==> src/rtl/awmc_pkg.sv <==
// Shared types and helpers for the washing-machine cycle sequencer.
package awmc_pkg;

  localparam int unsigned MAX_STAGES = 16;
  localparam int unsigned IDX_W      = 5;

  typedef enum logic [1:0] {
    S_IDLE   = 2'd0,
    S_RUN    = 2'd1,
    S_PAUSED = 2'd2,
    S_DONE   = 2'd3
  } state_e;

  typedef struct packed {
    logic             found;
    logic [IDX_W-1:0] idx;
  } stage_sel_t;

  // Lowest enabled stage at or above index 'from'; found=0 when none remains.
  function automatic stage_sel_t next_enabled(input logic [MAX_STAGES-1:0] en,
                                              input logic [IDX_W-1:0]      from);
    stage_sel_t sel;
    sel = '0;
    for (int i = MAX_STAGES - 1; i >= 0; i--) begin
      if (en[i] && (IDX_W'(i) >= from)) begin
        sel.found = 1'b1;
        sel.idx   = IDX_W'(i);
      end
    end
    return sel;
  endfunction

endpackage

==> src/rtl/awmc_stage_timer.sv <==
// Per-stage down-counter: load with a duration (0 counts as 1), decrement when enabled.
module awmc_stage_timer #(
  parameter int unsigned CNT_W = 8
) (
  input  logic             clk,
  input  logic             reset,
  input  logic             clr_i,
  input  logic             load_i,
  input  logic [CNT_W-1:0] load_val_i,
  input  logic             en_i,
  output logic [CNT_W-1:0] cnt_o,
  output logic             expire_c_o
);

  logic [CNT_W-1:0] cnt_q;

  always_ff @(posedge clk) begin
    if (reset || clr_i) begin
      cnt_q <= '0;
    end else if (load_i) begin
      cnt_q <= (load_val_i == '0) ? CNT_W'(1) : load_val_i;
    end else if (en_i && (cnt_q != '0)) begin
      cnt_q <= cnt_q - CNT_W'(1);
    end
  end

  assign cnt_o      = cnt_q;
  assign expire_c_o = (cnt_q == CNT_W'(1));

endmodule

==> src/rtl/awmc_prog_seq.sv <==
// Programmable wash-cycle sequencer: walks enabled stages with per-stage durations,
// supporting pause, door interlock and abort.
module awmc_prog_seq
  import awmc_pkg::*;
#(
  parameter  int unsigned NUM_STAGES = 5,
  parameter  int unsigned CNT_W      = 8,
  localparam int unsigned STG_W      = $clog2(NUM_STAGES + 1)
) (
  input  logic                        clk,
  input  logic                        reset,
  input  logic                        start,
  input  logic                        pause,
  input  logic                        door_open,
  input  logic                        abort,
  input  logic [NUM_STAGES-1:0]       stage_en,
  input  logic [NUM_STAGES*CNT_W-1:0] stage_len,
  output logic [STG_W-1:0]            stage_o,
  output logic [CNT_W-1:0]            remaining_o,
  output logic                        busy_o,
  output logic                        paused_o,
  output logic                        done_o
);

  localparam logic [STG_W-1:0] IDLE_CODE = '1;

  state_e                      state_q;
  logic [STG_W-1:0]            stage_q;
  logic [NUM_STAGES-1:0]       en_q;
  logic [NUM_STAGES*CNT_W-1:0] len_q;
  logic                        busy_q;
  logic                        paused_q;
  logic                        done_q;

  logic                        hold_c;
  logic                        start_go;
  stage_sel_t                  first_sel;
  stage_sel_t                  next_sel;
  logic                        tmr_clr;
  logic                        tmr_load;
  logic                        tmr_en;
  logic [CNT_W-1:0]            tmr_val;
  logic [CNT_W-1:0]            tmr_cnt;
  logic                        tmr_expire;

  function automatic logic [CNT_W-1:0] len_of(input logic [NUM_STAGES*CNT_W-1:0] lens,
                                              input logic [IDX_W-1:0]            idx);
    logic [CNT_W-1:0] v;
    v = '0;
    for (int unsigned i = 0; i < NUM_STAGES; i++) begin
      if (idx == IDX_W'(i)) v = lens[i*CNT_W +: CNT_W];
    end
    return v;
  endfunction

  // Stage lookup and timer control, shared by the FSM below.
  always_comb begin
    hold_c    = pause | door_open;
    first_sel = next_enabled(MAX_STAGES'(stage_en), '0);
    next_sel  = next_enabled(MAX_STAGES'(en_q), IDX_W'(stage_q) + IDX_W'(1));
    start_go  = 1'b0;
    tmr_clr   = 1'b0;
    tmr_load  = 1'b0;
    tmr_en    = 1'b0;
    tmr_val   = len_of(len_q, next_sel.idx);
    case (state_q)
      S_IDLE, S_DONE: begin
        start_go = start & ~hold_c;
        tmr_val  = len_of(stage_len, first_sel.idx);
        tmr_load = start_go & first_sel.found;
        tmr_clr  = start_go & ~first_sel.found;
      end
      S_RUN: begin
        tmr_en = ~hold_c;
        if (!hold_c && tmr_expire) begin
          tmr_load = next_sel.found;
          tmr_clr  = ~next_sel.found;
        end
      end
      default: ;
    endcase
    if (abort) tmr_clr = 1'b1;
  end

  awmc_stage_timer #(
    .CNT_W (CNT_W)
  ) u_timer (
    .clk        (clk),
    .reset      (reset),
    .clr_i      (tmr_clr),
    .load_i     (tmr_load),
    .load_val_i (tmr_val),
    .en_i       (tmr_en),
    .cnt_o      (tmr_cnt),
    .expire_c_o (tmr_expire)
  );

  always_ff @(posedge clk) begin
    if (reset || abort) begin
      state_q  <= S_IDLE;
      stage_q  <= IDLE_CODE;
      en_q     <= '0;
      len_q    <= '0;
      busy_q   <= 1'b0;
      paused_q <= 1'b0;
      done_q   <= 1'b0;
    end else begin
      case (state_q)
        S_IDLE, S_DONE: begin
          if (start_go) begin
            en_q  <= stage_en;
            len_q <= stage_len;
            if (first_sel.found) begin
              state_q <= S_RUN;
              stage_q <= STG_W'(first_sel.idx);
              busy_q  <= 1'b1;
              done_q  <= 1'b0;
            end else begin
              state_q <= S_DONE;
              done_q  <= 1'b1;
            end
          end
        end
        S_RUN: begin
          if (hold_c) begin
            state_q  <= S_PAUSED;
            paused_q <= 1'b1;
          end else if (tmr_expire) begin
            // Disabled stages are skipped within the same edge.
            if (next_sel.found) begin
              stage_q <= STG_W'(next_sel.idx);
            end else begin
              state_q <= S_DONE;
              stage_q <= IDLE_CODE;
              busy_q  <= 1'b0;
              done_q  <= 1'b1;
            end
          end
        end
        S_PAUSED: begin
          if (!hold_c) begin
            state_q  <= S_RUN;
            paused_q <= 1'b0;
          end
        end
        default: state_q <= S_IDLE;
      endcase
    end
  end

  assign stage_o     = stage_q;
  assign remaining_o = tmr_cnt;
  assign busy_o      = busy_q;
  assign paused_o    = paused_q;
  assign done_o      = done_q;

endmodule

==> config.mk <==
export PLATFORM = sky130hd
export DESIGN_NAME = awmc_prog_seq
export DESIGN_NICKNAME = d
export VERILOG_FILES = /design/src/rtl/awmc_pkg.sv /design/src/rtl/awmc_stage_timer.sv /design/src/rtl/awmc_prog_seq.sv
export SDC_FILE = /design/constraint.sdc
export NUM_CORES = 1
export LEC_CHECK = 0
export BUFFER_PORTS_ARGS = -buffer_cell sky130_fd_sc_hd__buf_4
export CORE_MARGIN = 4
export CORE_UTILIZATION = 56
export DETAILED_ROUTE_END_ITERATION = 16
export GPL_ROUTABILITY_DRIVEN = 0
export PLACE_DENSITY = 0.8
export SLEW_MARGIN = 0
export SYNTH_ARGS = -nofsm -noshare
export SYNTH_HDL_FRONTEND = slang
export SYNTH_HIERARCHICAL = 1
export SYNTH_SLANG_ARGS = --single-unit
==> constraint.sdc <==
create_clock -name clk -period 2.75 [get_ports clk]
set_input_delay 0.275 -clock clk [delete_from_list [all_inputs] [get_ports clk]]
set_output_delay 0.275 -clock clk [all_outputs]
set_load 0.01 [all_outputs]
== Yosys cells after proc, flatten, opt, wreduce, memory -nomap -nowiden ==
Index checks and enable logic that the tools add are counted.
Widths: inputs -> output; s select.

* Equality and inequality tests: 21
* Order comparisons: 5
* Multiplexer cells: 59
* Bitwise operators: 7
* Add/sub/neg operators: 2
* Reduce and logical (&&, ||, !) cells: 25

{| class="wikitable"
|+ Operators by type and width
! cell !! number
|-
| $mux 8 || 14
|-
| $mux 6 || 10
|-
| $eq 5x2->1 const B || 4
|-
| $mux 1 || 17
|-
| $mux 3 || 5
|-
| $ne 2x2->1 const B || 7
|-
| $mux 2 || 6
|-
| $eq 5x1->1 const B || 2
|-
| $eq 5x3->1 const B || 2
|-
| $logic_not 5->1 || 2
|-
| $pmux 1 s2 || 5
|-
| $reduce_and 5->1 || 2
|-
| $eq 8x1->1 const B || 1
|-
| $ge 1x4->1 const A || 2
|-
| $ge 2x4->1 const A || 2
|-
| $logic_not 8->1 || 1
|-
| $reduce_bool 8->1 || 1
|-
| $sub 8x1->8 const B || 1
|-
| $logic_and 1x1->1 || 7
|-
| $ne 3x3->1 const B || 2
|-
| $pmux 2 s3 || 1
|-
| $pmux 3 s2 || 1
|-
| $reduce_and 6->1 || 1
|-
| $reduce_bool 2->1 || 3
|-
| other kinds (14) || 20
|}

* Logic and storage cells: 127
* Bits in registers: 61
* Output and inout bits: 14
* Input port bits: 51

== Logic depth before layout (Yosys ltp) ==
* Word-level depth: 18
* Gate-level depth with buffers: 12
* Depth with buffers taken out: 11

== Modules after synthesis ==
The synthesis kept the hierarchy.

{| class="wikitable"
|+ By module, submodules not included
! module !! instances !! sequential area each (µm²) !! area an instance (µm²) !! cells each
|-
| awmc_prog_seq || 1 || 1061.0 || 3171.8 || 441
|-
| awmc_stage_timer || 1 || 160.2 || 536.8 || 64
|}

== Worst setup path after synthesis ==
OpenSTA, ideal clock, no wires.

* Path type: flip-flop to flip-flop
* Start point: register stage_q[0] (netlist: stage_o[0])
* End point: register u_timer.cnt_q[1] (netlist: u_timer/cnt_o[1])
* Path buffers: 1
* Setup slack: 0.142 ns
* Setup time: 0.062 ns
* Stages on the path, launching flop included: 11
* Period minus slack after synthesis: 2.608 ns
* Data required time: 2.688 ns
* Arrival: 2.546 ns
* Path through: dfxtp_1 -> inv_1 -> ha_1 -> nor2b_4 -> buf_6 -> o211a_4 -> a21oi_4 -> o21ai_0 -> or2_2 -> or4_2 -> nand3_1

* Elaborated cells on any way between the ends: 38
* Classes of those cells: 1 x add/sub; 5 x order compare; 4 x eq/ne; 18 x mux; 1 x bitwise; 9 x reduce/logical

{| class="wikitable"
|+ RTL lines
! item !! RTL line !! RTL
|-
| from (decl) || awmc_prog_seq.sv:28 || <nowiki>logic [STG_W-1:0] stage_q;</nowiki>
|-
| from (signal assigned) || awmc_prog_seq.sv:115 || <nowiki>stage_q <= STG_W'(first_sel.idx);</nowiki>
|-
| from (signal assigned) || awmc_prog_seq.sv:131 || <nowiki>stage_q <= STG_W'(next_sel.idx);</nowiki>
|-
| $add 3x1->4 (*) || awmc_prog_seq.sv:60 || <nowiki>next_sel = next_enabled(MAX_STAGES'(en_q), IDX_W'(stage_q) + IDX_W'(1));</nowiki>
|-
| $ge 3x4->1 || awmc_pkg.sv:25 || <nowiki>if (en[i] && (IDX_W'(i) >= from)) begin</nowiki>
|-
| $logic_and 1x1->1 || awmc_pkg.sv:25 ||
|-
| $mux 6 (4 in a row) || awmc_pkg.sv:25 ||
|-
| $mux 6 (*) || awmc_pkg.sv:25 ||
|-
| $not 1->1 (*) || awmc_prog_seq.sv:77 || <nowiki>tmr_clr = ~next_sel.found;</nowiki>
|-
| $mux 1 (*) || awmc_prog_seq.sv:75 || <nowiki>if (!hold_c && tmr_expire) begin</nowiki>
|-
| $pmux 1 s2 (*) || awmc_prog_seq.sv:66 || <nowiki>case (state_q)</nowiki>
|-
| $mux 1 (*) || awmc_prog_seq.sv:82 || <nowiki>if (abort) tmr_clr = 1'b1;</nowiki>
|-
| via tmr_clr || awmc_prog_seq.sv:39 || <nowiki>logic tmr_clr;</nowiki>
|-
| $logic_or 1x1->1 (*) || awmc_stage_timer.sv:18 || <nowiki>if (reset || clr_i) begin</nowiki>
|-
| to (signal assigned) || awmc_stage_timer.sv:21 || <nowiki>cnt_q <= (load_val_i == '0) ? CNT_W'(1) : load_val_i;</nowiki>
|-
| to (signal assigned) || awmc_stage_timer.sv:23 || <nowiki>cnt_q <= cnt_q - CNT_W'(1);</nowiki>
|-
| to (decl) || awmc_stage_timer.sv:15 || <nowiki>logic [CNT_W-1:0] cnt_q;</nowiki>
|}

The timed path passes the listed nets; every way through them passes the cells marked *.
A chain may end at the register's enable or synchronous reset.

== Worst setup path in the final report ==
* Start point: register stage_q[0] (netlist: stage_o[0])
* End point: register u_timer.cnt_q[1] (netlist: u_timer/cnt_o[1])

* Elaborated cells on any way between the ends: 38
* Classes of those cells: 1 x add/sub; 5 x order compare; 4 x eq/ne; 18 x mux; 1 x bitwise; 9 x reduce/logical

{| class="wikitable"
|+ RTL lines
! item !! RTL line !! RTL
|-
| $add 3x1->4 (*) || awmc_prog_seq.sv:60 ||
|-
| $ge 3x4->1 || awmc_pkg.sv:25 ||
|-
| $logic_and 1x1->1 || awmc_pkg.sv:25 ||
|-
| $mux 6 (4 in a row) || awmc_pkg.sv:25 ||
|-
| $mux 6 (*) || awmc_pkg.sv:25 ||
|-
| $mux 1 (*) || awmc_prog_seq.sv:75 ||
|-
| $pmux 1 s2 (*) || awmc_prog_seq.sv:66 ||
|-
| via tmr_load || awmc_prog_seq.sv:40 || <nowiki>logic tmr_load;</nowiki>
|-
| $mux 8 or $reduce_bool 2->1 (tied branches) || - ||
|}

Marks and branches as above.

==> summary.md <==
| Metric | Value |
|---|---|
| Share of the synthesized area in the top cell type | `roughly a third` |
| Diode count | `0` |
| LEAKAGE | `about 1.7 nW` |
| Core Region | `around 0.0064 mm²` |
| Sw Share | `27.2%` |
| Post-synthesis register bit count | `61` |
| Synth unique cells | `between 70 and 80` |
| Mapped Cells | `~500` |
| Crit-path cells | `inv_1 -> ha_1 -> a21oi_2 -> o211a_4 -> a21oi_4 -> buf_4 -> a41oi_1 -> nor2_1 -> or4_2 -> nand3_1` |
| Area delta synth->final | `20.5%` |
| Num CTS Buffers | `9` |
| Final Critical Period | `2.61 ns` |
| Pwr dens | `470 mW/mm²` |
| Post-route ant nets | `0` |
| Worst R2R Setup Slack | `0.14 ns` |
| TNS Setup | `0 ns` |
| DR vias | `between 4k and 5k` |
| Post-synth EDFFs | `0` |
| Die height | `roughly 89 µm` |
| DIE AREA | `~0.008 mm²` |
| CTS tree | `built` |
| Synth area leaders | `dfxtp_1, nand2_1, a21oi_1` |
| RSZ-0062 raised after global routing | `false` |
| Sw power | `~0.00057 W` |
| Num rows | `29` |
| Hold Vio Cnt, Final | `0` |
| Clock root buffer | `clkbuf_8` |
| Worst path arrival time | `a little under 3 ns` |
| Status | `complete, no violations` |
| Max-slew violation count | `0` |
| Largest stage delay on the critical path | `0.70 ns` |
| I/O pins | `65` |
| Worst slew margin | `33.3%` |
| Most used DFF post-synth | `dfxtp_1` |
| Critical Path Sink Type | `flip-flop` |
| Worst clock skew | `0.00619 ns` |
| Internal Power | `~0.0015 W` |
| H-tree level count | `3` |
| DRC Markers | `0` |
| Avg Synthesized Cell Area | `~7.3 µm²` |
| Initial antenna violation count | `0` |
| DRT Pass-1 Iters | `5` |
| GRT Overall Usage | `~30%` |
| Critical path launch point type | `flip-flop` |
| I/O Buffers | `64` |
| Drt first-iter violations | `~250` |
| Clock power share | `between 40 and 50%` |
| Syn Nets | `~560` |
| Share of layout cells above drive strength 1 | `between 20 and 25%` |
| Final Core Density | `about 70%` |
| Required @ worst endpoint | `a little over 3 ns` |
| Largest net degree at the start of global routing | `52` |
| Async SR Flop Fraction | `0%` |
| Max cap viols | `0` |
| Initial Util | `between 50 and 60%` |
| CTS Buffer Depth | `2` |
| Tightest Hold Check Type | `in2reg` |
| Logic gate share of total power | `between 10% and 20%` |
| Setup CP Type | `reg2reg` |
| Final setup viols | `0` |
| Latest clock arrival within the worst-skew pair | `roughly 0.35 ns` |
| Slowest-stage cell, CP | `or4_2` |
| Drt total wl | `about 12000 µm` |
| Global-route wire length before repair | `between 15000 and 20000 µm` |
| Vias in the first global route | `around 3.9k` |
| Synth area leader | `dfxtp_1` |
| Wire per inst | `18.0 µm` |
| FMAX | `between 300 and 400 MHz` |
| Post-layout nets | `slightly above 600` |
| Die outline width | `89.4 µm` |
| Post-Syn Area | `approximately 0.0037 mm²` |
| DP HPWL | `around 8400 µm` |
| Worst Tran Pin Value | `about 1.0 ns` |
| Worst ir drop on vdd | `0.369 mV` |
| Sequential element share of the synthesized area | `roughly a third` |
| Synth warnings | `6` |
| Period utilisation layout | `between 90 and 100%` |
| Layout filler cell count | `560` |
| CTS Sinks | `roughly 60` |
| Grt total ovfl | `0` |
| Hold Buf Count CTS | `0` |
| Worst-path clk slew | `0.07 ns` |
| Part of the power in registers | `approximately 43%` |
| DR vias/cell | `6.34` |
| Crit-path max FO | `6` |
## critical path, delay by kind of cell, from the launching register on
family | cells | cell delay (ns)
simple gates | 3 | 0.91
compound gates | 4 | 0.72
flops | 1 | 0.38
fa+ha+maj | 1 | 0.33
buf+inv | 2 | 0.21
## per-layer routing
layer  up-vias  GRT usage [%]  wire (µm)
li1       1912              -          -
met1      1891           35.5       4660
met2       218           49.9       5510
met3        50           7.47        933
met4         0           15.8        487
met5         -              0          0
## Yosys cell counts, types with 2 or more instances
cell type / number
mux2i_1: 3
nor4_1: 3
and2_1: 2
buf_2: 16
a21oi_2: 2
clkbuf_1: 15
inv_1: 11
o31ai_1: 10
nor2_1: 31
dfxtp_1: 61
o211ai_1: 4
a21oi_1: 65
or4_2: 2
nor3_1: 5
o21ai_1: 7
nand2_1: 131
xor2_1: 2
nand2b_1: 5
and3_1: 2
a31oi_1: 11
a221oi_1: 9
a211o_1: 2
or3_2: 2
a221o_1: 6
o21ai_0: 32
a21bo_2: 2
nand3_1: 5
nor2b_1: 2
or2_2: 2
nor3b_1: 2
ha_1: 8
clkinv_1: 2
## power groups by stage
stage	clock network (W)	logic, W	registers (W)
2_1_floorplan	0	0.000189	0.000929
3_3_place_gp	0	0.000315	0.000930
3_5_place_dp	0	0.000324	0.000931
4_1_cts	0.000853	0.000326	0.000911
5_1_grt	0.000894	0.000365	0.000913
6_report	0.000853	0.000335	0.000912
## cells in the final DEF, fill, tap and decap left out, drive strengths merged, types with 4 or more instances in the layout
cell / n
nand2b: 5
nand2: 131
a221o: 6
ha: 8
o21ai: 40
inv: 12
a31oi: 12
o211ai: 4
nor3: 6
clkbuf: 12
buf: 78
nor2: 32
o31ai: 10
a221oi: 10
nand3: 5
dfxtp: 61
a21oi: 68
## final timing paths
| path | end | cells after the start | from |
|---|---|---|---|
| max | u_timer/cnt_o[1] | 10 | stage_o[0] |
| min reg2reg | len_q[7] | 2 | len_q[7] |
| min | len_q[9] | 3 | stage_len[9] |
| max reg2reg | u_timer/cnt_o[1] | 10 | stage_o[0] |
## sequential cells by signal (all words and copies together), names as in the netlist
| signal | cells |
|---|---|
| en_q | 5 |
| state_q | 2 |
| len_q | 40 |
| done_o | 1 |
| paused_o | 1 |
| stage_o | 3 |
| busy_o | 1 |
| u_timer/cnt_o | 8 |
## cells by family after synthesis
kind of cell	share of synthesized area, %
and+or+nand+nor	24.7
DFF	32.9
xor gates and xnor gates	0.709
adders and majority gates	2.70
AOI/OAI and AO/OA	32.7
muxes	0.810
buffers and inverters	5.50
## timing repair
item,4_1_cts,5_1_grt
buffers inserted,0,0
gates resized for setup,0,10
endpoints found under the setup margin,0,7
## stage by stage
step                power [W]  setup slack, ns  std cells  hold slack [ns]  area (µm²)
finish                0.00210            0.142        642            0.178        4470
global route          0.00217          0.00126        642            0.179        4470
CTS                   0.00209           0.0393        642            0.177        4440
detailed placement    0.00125           0.0584        627            0.444        4240
global placement      0.00125            0.109        627            0.440        4240
floorplan             0.00112            0.142        505            0.411        3710
## layout make-up
| cell class | instances | area [µm²] | share of cell area, % |
|---|---|---|---|
| inverters | 13 | 48.8 | 1.09 |
| clock inverters | 3 | 43.8 | 0.980 |
| clock buffers | 12 | 165 | 3.69 |
| well taps | 77 | 96.3 | 2.16 |
| repair buffers | 78 | 586 | 13.1 |
| multi-input cells | 398 | 2310 | 51.6 |
| flip-flops and latches | 61 | 1220 | 27.4 |
(Power assumes the default switching activity.)
